File: config.mk
export PLATFORM = sky130hd
export DESIGN_NAME = mem_arbiter
export DESIGN_NICKNAME = d
export VERILOG_FILES = /design/src/rtl/miri_mem_pkg.sv /design/src/rtl/mem_arb_perf_cnt.sv /design/src/rtl/mem_arbiter.sv
export SDC_FILE = /design/constraint.sdc
export NUM_CORES = 1
export LEC_CHECK = 0
export BUFFER_PORTS_ARGS = -buffer_cell sky130_fd_sc_hd__buf_4
export CORE_AREA = 5 5 290 292
export CTS_CLUSTER_SIZE = 30
export DETAILED_ROUTE_END_ITERATION = 12
export DIE_AREA = 0 0 295 297
export HOLD_SLACK_MARGIN = 0.05
export PLACE_DENSITY = 0.51
export SLEW_MARGIN = 15
export SYNTH_ARGS = -nofsm -noshare
export SYNTH_HDL_FRONTEND = slang
export SYNTH_HIERARCHICAL = 1
export SYNTH_SLANG_ARGS = --single-unit
File: constraint.sdc
create_clock -name clk -period 4 [get_ports clk]
set_input_delay 0 -clock clk [delete_from_list [all_inputs] [get_ports clk]]
set_output_delay 0 -clock clk [all_outputs]
set_load 0.01 [all_outputs]
File: src/rtl/miri_mem_pkg.sv
// Shared types and defaults for the main-memory arbiter that sits between
// the iCache, the dCache and the single main-memory port.
package miri_mem_pkg;

    localparam int ADDR_W_DEF    = 32;
    localparam int LINE_W_DEF    = 128;
    localparam int LINE_OFF_BITS = $clog2(LINE_W_DEF / 8);

    typedef enum logic [1:0] {
        IDLE,
        IC_XFER,
        DC_XFER,
        DONE
    } arb_state_t;

    typedef enum logic {
        OWN_IC,
        OWN_DC
    } owner_t;

endpackage

File: src/rtl/mem_arb_perf_cnt.sv
// Saturating event counter used for the arbiter's per-requester stall counts
// (only instantiated when MEM_ARB_PERF_EN is defined).
module mem_arb_perf_cnt #(
    parameter int W = 32
) (
    input  logic         clk,
    input  logic         reset,
    input  logic         inc,
    output logic [W-1:0] count
);

    always_ff @(posedge clk or negedge reset) begin
        if (!reset) begin
            count <= '0;
        end else if (inc && (count != {W{1'b1}})) begin
            count <= count + W'(1);
        end
    end

endmodule

File: src/rtl/mem_arbiter.sv
// Arbiter sharing one main-memory port between iCache fills and dCache fills/writebacks.
// Optional stall counters (ic_wait_cnt, dc_wait_cnt) are built when MEM_ARB_PERF_EN is defined.
module mem_arbiter
    import miri_mem_pkg::*;
#(
    parameter int ADDR_W  = ADDR_W_DEF,
    parameter int LINE_W  = LINE_W_DEF,
    parameter int TIMEOUT = 255
) (
    input  logic              clk,
    input  logic              reset,
    input  logic              ic_req,
    input  logic [ADDR_W-1:0] ic_addr,
    output logic              ic_ready,
    output logic [LINE_W-1:0] ic_rdata,
    input  logic              dc_req,
    input  logic              dc_we,
    input  logic [ADDR_W-1:0] dc_addr,
    input  logic [LINE_W-1:0] dc_wdata,
    output logic              dc_ready,
    output logic [LINE_W-1:0] dc_rdata,
    output logic              mem_req,
    output logic              mem_we,
    output logic [ADDR_W-1:0] mem_addr,
    output logic [LINE_W-1:0] mem_wdata,
    input  logic              mem_ack,
    input  logic [LINE_W-1:0] mem_rdata,
    output logic              mem_err
`ifdef MEM_ARB_PERF_EN
    ,
    output logic [31:0]       ic_wait_cnt,
    output logic [31:0]       dc_wait_cnt
`endif
);

    localparam int OFF_BITS = $clog2(LINE_W / 8);
    localparam int CNT_W    = $clog2(TIMEOUT + 1) + 1;

    arb_state_t        state, state_next;
    owner_t            owner, last_grant, grant_owner;
    logic              bubble;
    logic [CNT_W-1:0]  wait_cnt;
    logic              grant, ack_hit, timeout_hit, in_xfer;
    logic [ADDR_W-1:0] addr_sel;

    assign in_xfer  = (state == IC_XFER) || (state == DC_XFER);
    assign addr_sel = (grant_owner == OWN_DC) ? dc_addr : ic_addr;
    assign mem_req  = in_xfer;
    assign ic_ready = (state == DONE) && (owner == OWN_IC);
    assign dc_ready = (state == DONE) && (owner == OWN_DC);

    always_ff @(posedge clk or negedge reset) begin
        if (!reset) begin
            state <= IDLE;
        end else begin
            state <= state_next;
        end
    end

    always_comb begin
        state_next  = state;
        grant       = 1'b0;
        grant_owner = OWN_IC;
        ack_hit     = 1'b0;
        timeout_hit = 1'b0;
        case (state)
            IDLE: begin
                // The bubble cycle after DONE keeps a still-held req from being regranted at once.
                if (!bubble && (ic_req || dc_req)) begin
                    grant = 1'b1;
                    if (dc_req && (!ic_req || last_grant == OWN_IC)) begin
                        grant_owner = OWN_DC;
                        state_next  = DC_XFER;
                    end else begin
                        grant_owner = OWN_IC;
                        state_next  = IC_XFER;
                    end
                end
            end
            IC_XFER, DC_XFER: begin
                if (mem_ack) begin
                    ack_hit = 1'b1;
                end else if ((TIMEOUT != 0) && (wait_cnt == CNT_W'(TIMEOUT))) begin
                    timeout_hit = 1'b1;
                end
                if (ack_hit || timeout_hit) begin
                    state_next = DONE;
                end
            end
            DONE:    state_next = IDLE;
            default: state_next = IDLE;
        endcase
    end

    always_ff @(posedge clk or negedge reset) begin
        if (!reset) begin
            owner      <= OWN_IC;
            last_grant <= OWN_IC;
            bubble     <= 1'b0;
            wait_cnt   <= '0;
            mem_we     <= 1'b0;
            mem_addr   <= '0;
            mem_wdata  <= '0;
            ic_rdata   <= '0;
            dc_rdata   <= '0;
            mem_err    <= 1'b0;
        end else begin
            bubble   <= (state == DONE);
            wait_cnt <= in_xfer ? wait_cnt + CNT_W'(1) : '0;
            if (grant) begin
                owner      <= grant_owner;
                last_grant <= grant_owner;
                mem_addr   <= {addr_sel[ADDR_W-1:OFF_BITS], {OFF_BITS{1'b0}}};
                mem_we     <= (grant_owner == OWN_DC) && dc_we;
                mem_wdata  <= (grant_owner == OWN_DC) ? dc_wdata : '0;
            end
            // A timed-out transfer returns an all-zero line to its owner.
            if (ack_hit || timeout_hit) begin
                if (owner == OWN_DC) begin
                    dc_rdata <= ack_hit ? mem_rdata : '0;
                end else begin
                    ic_rdata <= ack_hit ? mem_rdata : '0;
                end
            end
            if (timeout_hit) begin
                mem_err <= 1'b1;
            end
        end
    end

`ifdef MEM_ARB_PERF_EN
    mem_arb_perf_cnt #(.W(32)) u_ic_wait (
        .clk   (clk),
        .reset (reset),
        .inc   (ic_req && !ic_ready),
        .count (ic_wait_cnt)
    );

    mem_arb_perf_cnt #(.W(32)) u_dc_wait (
        .clk   (clk),
        .reset (reset),
        .inc   (dc_req && !dc_ready),
        .count (dc_wait_cnt)
    );
`else
    // Stall counters are not built; arbitration is unaffected.
`endif

endmodule
After elaboration in Yosys (flattened, before gate mapping)
Cells that the tools add are included.

storage, ports and cells
  bits in registers = 427
  input port bits = 326
  output and inout bits = 421
  logic and storage cells = 55

cells by class
  $add $sub $neg = 1
  equal/unequal tests = 6
  multiplexer cells = 20
  bitwise operators = 1
  reductions and logical operators = 17

operators by type and width
  cell                                                 count
  2-to-1 mux 128 bit                                   2
  2-to-1 mux 32 bit                                    1
  2-to-1 mux 1 bit                                     12
  adder 9 x 1 -> 9 bit, second input constant          1
  equality test 9 x 8 -> 1 bit, second input constant  1
  2-to-1 mux 9 bit                                     1
  2-to-1 mux 2 bit                                     3
  one-hot mux 2 bit (3 select lines)                   1
  AND reduction 2 bit                                  3
  logical AND 1 bit                                    5
  logical OR 1 bit                                     5
  equality test 2 bit, second input constant           2
  != test 2 bit, second input constant                 2
  equality test 2 x 1 -> 1 bit, second input constant  1
  zero test 1 bit                                      2
  zero test 2 bit                                      1
  OR reduction 2 bit                                   1
  NOT 1 bit                                            1

Logic depth before layout (Yosys ltp)
Gate-level depths: netlist of the first run.

  depth in word-level cells = 7
  mapped depth = 9
  mapped depth without buffers = 7

Worst setup path before layout of the first run
No wires, ideal clock.

  path kind = flip-flop to flip-flop
  start point = reg wait_cnt[0]
  end point = reg dc_rdata[107]
  setup time = 66 ps
  arrival = 1870 ps
  data required time = 3934 ps
  slack = 2063 ps
  stages on the path, launching flop included = 9
  buffers on the path = 2
  clock period less this slack = 1937 ps
  cells stage by stage = dfrtp_1 -> ha_1 -> nand3_1 -> nor2_1 -> ha_1 -> o211ai_1 -> clkbuf_1 -> buf_1 -> a22o_1

on the way
  word-level cells in the longest chain between the ends = 7

ends and longest elaborated chain
  item                            RTL line            source
  start, declared                 mem_arbiter.sv:42   logic [CNT_W-1:0] wait_cnt;
  start signal, assigned          mem_arbiter.sv:109  wait_cnt <= in_xfer ? wait_cnt + CNT_W'(1) : '0;
  equality test 9 x 8 -> 1 bit    mem_arbiter.sv:83   end else if ((TIMEOUT != 0) && (wait_cnt == CNT_W'(TIMEOUT))) begin
  2-to-1 mux 1 bit                mem_arbiter.sv:83
  2-to-1 mux 1 bit                mem_arbiter.sv:81   if (mem_ack) begin
  2-to-1 mux 1 bit (2 in series)  mem_arbiter.sv:66   case (state)
  logical OR 1 bit                mem_arbiter.sv:118  if (ack_hit || timeout_hit) begin
  AND reduction 2 bit (no line)   n/a
  end signal, assigned            mem_arbiter.sv:120  dc_rdata <= ack_hit ? mem_rdata : '0;
  end, declared                   mem_arbiter.sv:21   output logic [LINE_W-1:0] dc_rdata,

No other way between the ends. The select of a mux whose other input is x is not followed.
A chain may end at the register's enable or synchronous reset.

Worst setup path after layout of the first run
  start point = reg last_grant
  end point = reg mem_addr[27]

on the way
  word-level cells in the longest chain between the ends = 7

ends and longest elaborated chain
  item                    RTL line            source
  start, declared         mem_arbiter.sv:40   owner_t owner, last_grant, grant_owner;
  start signal, assigned  mem_arbiter.sv:112  last_grant <= grant_owner;
  NOT 1 bit               mem_arbiter.sv:71   if (dc_req && (!ic_req || last_grant == OWN_IC)) begin
  logical OR 1 bit        mem_arbiter.sv:71
  logical AND 1 bit       mem_arbiter.sv:71
  2-to-1 mux 1 bit        mem_arbiter.sv:71
  2-to-1 mux 1 bit        mem_arbiter.sv:69   if (!bubble && (ic_req || dc_req)) begin
  2-to-1 mux 1 bit        mem_arbiter.sv:66
  2-to-1 mux 32 bit       mem_arbiter.sv:47   assign addr_sel = (grant_owner == OWN_DC) ? dc_addr : ic_addr;
  end signal, assigned    mem_arbiter.sv:113  mem_addr <= {addr_sel[ADDR_W-1:OFF_BITS], {OFF_BITS{1'b0}}};
  end, declared           mem_arbiter.sv:24   output logic [ADDR_W-1:0] mem_addr,

No other way between the ends.

==> results of run 1 <==
## layout make-up
type	instances	area, sq um	area share
diodes	1	2.50	0.0000919
clock buffers	73	1500	0.0550
clock inverters	15	163	0.00598
inverters	5	18.8	0.000690
multi-input cells	497	4400	0.162
flip-flops and latches	427	10700	0.393
well taps	1070	1340	0.0492
repair buffers	1087	9110	0.335
## synthesized netlist by cell type
cell      number  area (sq um)
mux2i_1        2          20.0
inv_2          1          3.75
dfrtp_1      427         10700
and2_1         3          18.8
o21bai_1       1          7.51
and3_1         1          6.26
a31o_2         1          8.76
buf_1          3          11.3
o21ai_0        3          15.0
ha_1           5          62.6
mux2_2        57           642
o211ai_1       1          7.51
conb_1         1          3.75
nor2b_1        2          12.5
nand2_1        2          7.51
buf_6          3          33.8
o21ai_1        1          5.00
xnor2_1        1          8.76
nand3_1        4          20.0
xor2_1         2          17.5
nand4_1        1          6.26
nor3_1         1          5.00
a22o_1       385          3370
or3_4          1          11.3
nor2_1         8          30.0
inv_1          4          15.0
buf_8         11           165
clkbuf_1      35           131
a21boi_1       1          7.51
a21o_1         1          7.51
nor3b_1        1          7.51
buf_2         39           195
or3_1          3          18.8
buf_4          4          30.0
a21oi_1        5          25.0
## cell usage in the layout, fill, tap and decap left out, drive strengths merged, types with 2 or more instances in the layout
cell type    Yosys  layout
clkinv           0      10
xor2             2       2
mux2i            2       2
mux2            57      57
ha               5       5
dlygate4sd3      0     333
clkbuf          35      73
a22o           385     385
nand3            4       4
or3              4       4
a21oi            5       5
bufinv           0       3
nand2            2       2
dfrtp          427     427
inv              5       5
nor2             8       8
buf             60     754
conb             1       4
clkinvlp         0       2
nor2b            2       2
and2             3       3
o21ai            4       4
## where the power goes
group	internal, mW	leakage (nW)	switching [mW]
combinational	4.77	7.20	4.20
clock	2.77	0.823	1.80
sequential	6.24	5.38	1.17
total	13.8	13.4	7.17
## per-layer routing
layer,vias to the layer above,GRT usage,wire length (um)
met4,0,0.0568,2950
li1,5993,-,-
met1,6785,0.149,22800
met2,559,0.234,31300
met5,-,0,0
met3,113,0.0362,4900
## per-stage QoR
step / total power, mW / instance area, sq um / util / hold slack [ns] / std cells
after floorplan: 11.4 / 15600 / - / -0.296 / 1024
after global placement: 16.0 / 22200 / 0.273 / 0.130 / 2753
after detailed placement: 16.1 / 22200 / 0.273 / 0.149 / 2753
after CTS: 21.2 / 27200 / 0.335 / 0.112 / 3174
after global routing: 22.1 / 27200 / 0.335 / 0.136 / 3174
final: 21.0 / 27200 / 0.335 / 0.0960 / 3175
## critical path, stage by stage, from the launching register on
cell,delay (ns)
dfrtp_1,0.50
a21boi_4,0.18
buf_4,0.39
mux2_2,0.39
dlygate4sd3_1,0.56
mux2_2,0.27
dlygate4sd3_1,0.56
## registers in the layout, summed over array words and instances (netlist names)
name,count
mem_wdata,128
dc_rdata,128
state,2
wait_cnt,9
mem_addr,28
bubble,1
mem_we,1
ic_rdata,128
mem_err,1
last_grant,1
## cells by family (layout without fill, tap and decap cells)
kind of cell / count (synthesis) / in the layout / synth area share
buffers and inverters: 100 / 1180 / 0.0375
AOI/OAI and AO/OA: 399 / 399 / 0.221
xor gates and xnor gates: 3 / 3 / 0.00168
DFF: 427 / 427 / 0.684
muxes: 59 / 59 / 0.0424
adders and majority gates: 5 / 5 / 0.00400
other: 1 / 5 / 0.000240
and+or+nand+nor: 27 / 27 / 0.00921
## worst min path at each step
| stage | startpoint | endpoint | slack [ns] | cells past startpoint |
|---|---|---|---|---|
| after floorplan | reset | bubble | -0.30 | 0 |
| after global placement | reset | dc_rdata[13] | 0.13 | 1 |
| after detailed placement | reset | ic_rdata[79] | 0.15 | 1 |
| after CTS | reset | ic_rdata[16] | 0.11 | 2 |
| after global routing | reset | dc_rdata[13] | 0.14 | 2 |
| final | reset | ic_rdata[79] | 0.1 | 2 |
==> results.md, run 1 <==
- CP arrival: ~3.4 ns
- Fill count: 7939
- Share of layout cells above drive strength 1: 0.428
- FF-to-FF End: mem_addr[27]
- Routed Antenna Nets: 0
- Initial core utilization: 0.192
- Vias in the first global route: 14959
- DIE AREA: 87600 sq um
- Worst slack, placed: 1.50 ns
- Root buffer cell: clkbuf_16
- Initial DRC Count: about 700
- Cells on worst reg2reg path: 6
- Clk_lat worst skew: 0.57 ns
- Die height: 297 um
- Initial antenna violation count: 2
- Final worst-path cycle share: 0.745
- Fmax: 336 MHz
- # clock sinks: 427
- Port Buffers: 734
- Vias: 13450
- DIE WIDTH: 295 um
- Crit path time final: 2.98 ns
- CP max FO: 31
- Routability cong.: 0.832
- # IOs: 747
- Synth warn: 6
- Post-synthesis cell count: 1021
- #FFs+latches synth: 427
- P_leak: 13.4 nW
- Max_cap viols: 0
- Pins over their slew limit: 0
- Layout Nets: 2397
- CTS Buffer Depth: 3
- Worst Skew: 0.0245 ns
- Worst vdd ir: 0.000518 V
- Grt ovf: 0
- Max_slew headroom: 0.417
- GRT Total Usage: 0.132
- WL/cell: 19.5 um
- Pwr/cell area: 770 nW/um^2
- Sequential element share of the synthesized area: 0.684
- Cts hold-fix bufs: ~330
- CP startpoint: last_grant
- R2R Setup Slk: 1.02 ns
- Slew @ Worst Pin: a little under 0.9 ns
- Rows: roughly 110
- Worst Hold Class: in -> async
- Outcome: finished clean
- Netlist Area Pre-Place: 15600 sq um
- H-tree level count: 2
- Setup TNS: 0 ns
- Largest net degree at the start of global routing: 129
- Post-synth cell types: 35
- Critical path launch point type: flop
- DP HPWL: 41600 um
- Via/cell ratio: approximately 4.2
- DRC: 0
- Layout area overhead: 74.2%
- Drt total wl: 61900 um
- Critical path capture point: mem_addr[27]
- Worst r2r src: last_grant
- RSZ-0062 raised after global routing: false
- Final worst slack: 1.02 ns
- Core Area: 81300 sq um
- Clock-pin transition on the worst setup and hold timing paths: 0.06 ns
- Drt pass-1 iters: 5
- Critical path required time: 4.43 ns
- Final Hold Viols: 0
- Cts bufs inserted: 48
- Setup crit end kind: flop
- Final setup viols: 0
- Setup CP Type: reg -> reg
- CTS tree: done
- Number of post-CTS setup repair buffers: 0
- PostCTS Resize Cnt: 0
- Mapped Avg Cell Area: 15.3 sq um
- First-pass GRT wire length: between 90000 and 100000 um
(Power assumes the default switching activity.)
==> run 2: changes to the inputs <==
Settings changed: CORE_AREA 5 5 290 292 to 5 5 285 287, DIE_AREA 0 0 295 297 to 0 0 290 292, PLACE_DENSITY 0.51 to 0.52.
Clock period 4 ns to 2.75 ns, I/O delays scaled along.
==> run 2 against run 1 <==
  * Setup slack worse by 0.71 ns
  * Final cell count is 0.13% lower
  * Via count is 0.61% higher
  * Total power is 48% higher
  * Register-to-register slack worse by 0.71 ns
  * First-iteration DRC count is 16% lower
  * Combinational power is 46% higher
  * Sequential share of layout area is 0.27 points lower
  * Global-route usage is 1.2 points higher
  * Design area is 0.69% higher
  * Largest cell class unchanged
  * Clock skew is 0.00067 ns higher
  * Maximum frequency is 22% higher
==> results.md, run 2 (synthesis results as in run 1) <==
- First-pass GRT wire length: approximately 97000 um
- Grt ovf: 0
- Via/cell ratio: between 4 and 5
- Root buffer cell: clkbuf_16
- Setup TNS: 0 ns
- Placed Cells: roughly 2800
- DRC: 0
- WL/cell: 20.4 um
- CTS Buffer Depth: 3
- Fill count: 7564
- Multi-input gate area: around 4400 sq um
- H-tree level count: 2
- Routability cong.: 0.796
- Slew @ Worst Pin: 0.787 ns
- Max_slew headroom: 0.476
- Number of post-CTS setup repair buffers: 0
- Clk_lat worst skew: between 0.5 and 0.6 ns
- Largest net degree at the start of global routing: 97
- Drt total wl: about 65000 um
- Core Area: between 70000 and 80000 sq um
- Pwr/cell area: 1130 nW/um^2
- Die height: 292 um
- Initial DRC Count: 573
- # clock sinks: 427
- Cts bufs inserted: 48
- Worst Skew: 0.0251 ns
- Setup CP Type: reg -> reg
- Layout area overhead: 75.4%
- Final setup viols: 0
- CTS tree: done
- Finished Core Util: 0.350
- Vias: approximately 14000
- Final Hold Viols: 0
- Commonest non-fill, non-tap cells in the layout: buf_4 (770), dfrtp_1 (427), a22o_1 (385)
- Max_cap viols: 0
- P_leak: 13.5 nW
- Commonest non-fill, non-tap cell in the layout: buf_4
- Cells on worst reg2reg path: 5
- Share of layout cells above drive strength 1: 0.437
- # IOs: 747
- Clock-pin transition on the worst setup and hold timing paths: around 0.060 ns
- CP max FO: 30
- Critical path launch point type: flop
- Fmax: around 410 MHz
- Layout Cells excl Fill: 3171
- Reg area: between 10000 and 15000 sq um
- Layout Nets: 2413
- RSZ-0062 raised after global routing: false
- Minimum hold slack: between 0.06 and 0.07 ns
- Critical path required time: 3.19 ns
- Setup crit end kind: flop
- Antenna Cells: 0
- Worst Hold Class: in -> async
- Routed Antenna Nets: 0
- CP arrival: 2.88 ns
- Final worst-path cycle share: 0.888
- Worst vdd ir: 0.000529 V
- Initial antenna violation count: 0
- GRT Total Usage: 0.145
- Vias in the first global route: 15149
- DIE WIDTH: around 290 um
- Drt pass-1 iters: 4
- Crit path time final: 2.44 ns
- Rows: between 100 and 150
- Largest registers: dc_rdata: 128 flops, ic_rdata: 128 flops, mem_wdata: 128 flops
- Initial core utilization: 0.199
- Outcome: finished clean
- DIE AREA: 84700 sq um
- DP HPWL: 46500 um
- Pins over their slew limit: 0
- Port Buffers: 734
run 2: where the power goes:
part | internal [mW] | switching, mW | total (mW)
logic | 6.98 | 6.17 | 13.1
clock network | 4.31 | 2.61 | 6.92
registers | 9.08 | 1.78 | 10.9
total | 20.4 | 10.6 | 30.9
run 2: worst paths after layout:
path / startpoint / end / slack, ns
setup / recovery: last_grant / mem_addr[7] / 0.31
hold / removal: reset / ic_rdata[81] / 0.07
setup reg to reg: last_grant / mem_addr[7] / 0.31
hold reg to reg: wait_cnt[0] / wait_cnt[0] / 0.46
max in group asynchronous: reset / mem_addr[25] / 1.70
min in group clk: dc_wdata[74] / mem_wdata[74] / 0.18
run 2: metrics by stage:
stage / cell area [sq um] / setup slack [ns] / power, mW
after floorplan: 15600 / 0.813 / 16.6
after CTS: 27400 / 0.296 / 31.4
after global routing: 27400 / 0.203 / 32.6
after detailed placement: 22500 / 0.405 / 23.8
after global placement: 22500 / 0.439 / 23.6
final: 27400 / 0.309 / 30.9
run 2: per-layer routing:
metal  GRT usage  vias to the layer above  part of all wire
met5           0                        -                 0
li1            -                     6048                 -
met4      0.0559                        0             0.042
met3      0.0389                      105             0.066
met2       0.257                      559              0.51
met1       0.166                     6820              0.38
run 2: critical path: stages, from the launching register on:
cell           delay (ns)
dfrtp_1              0.50
a21boi_4             0.20
buf_4                0.39
mux2_2               0.39
dlygate4sd3_1        0.56
mux2_2               0.26
run 2: final cells by class:
cell class / instances / share of cell area
Inverter: 5 / 0.000685
Clock inverter: 15 / 0.00977
Clock buffer: 74 / 0.0533
Multi-Input combinational cell: 497 / 0.161
Timing Repair Buffer: 1103 / 0.338
Tap cell: 1050 / 0.0479
Sequential cell: 427 / 0.390
run 2: timing repair:
action | in CTS | in global routing
hold endpoints to repair | 638 | 0
hold buffers | 318 | 0
gates resized for setup | 0 | 0
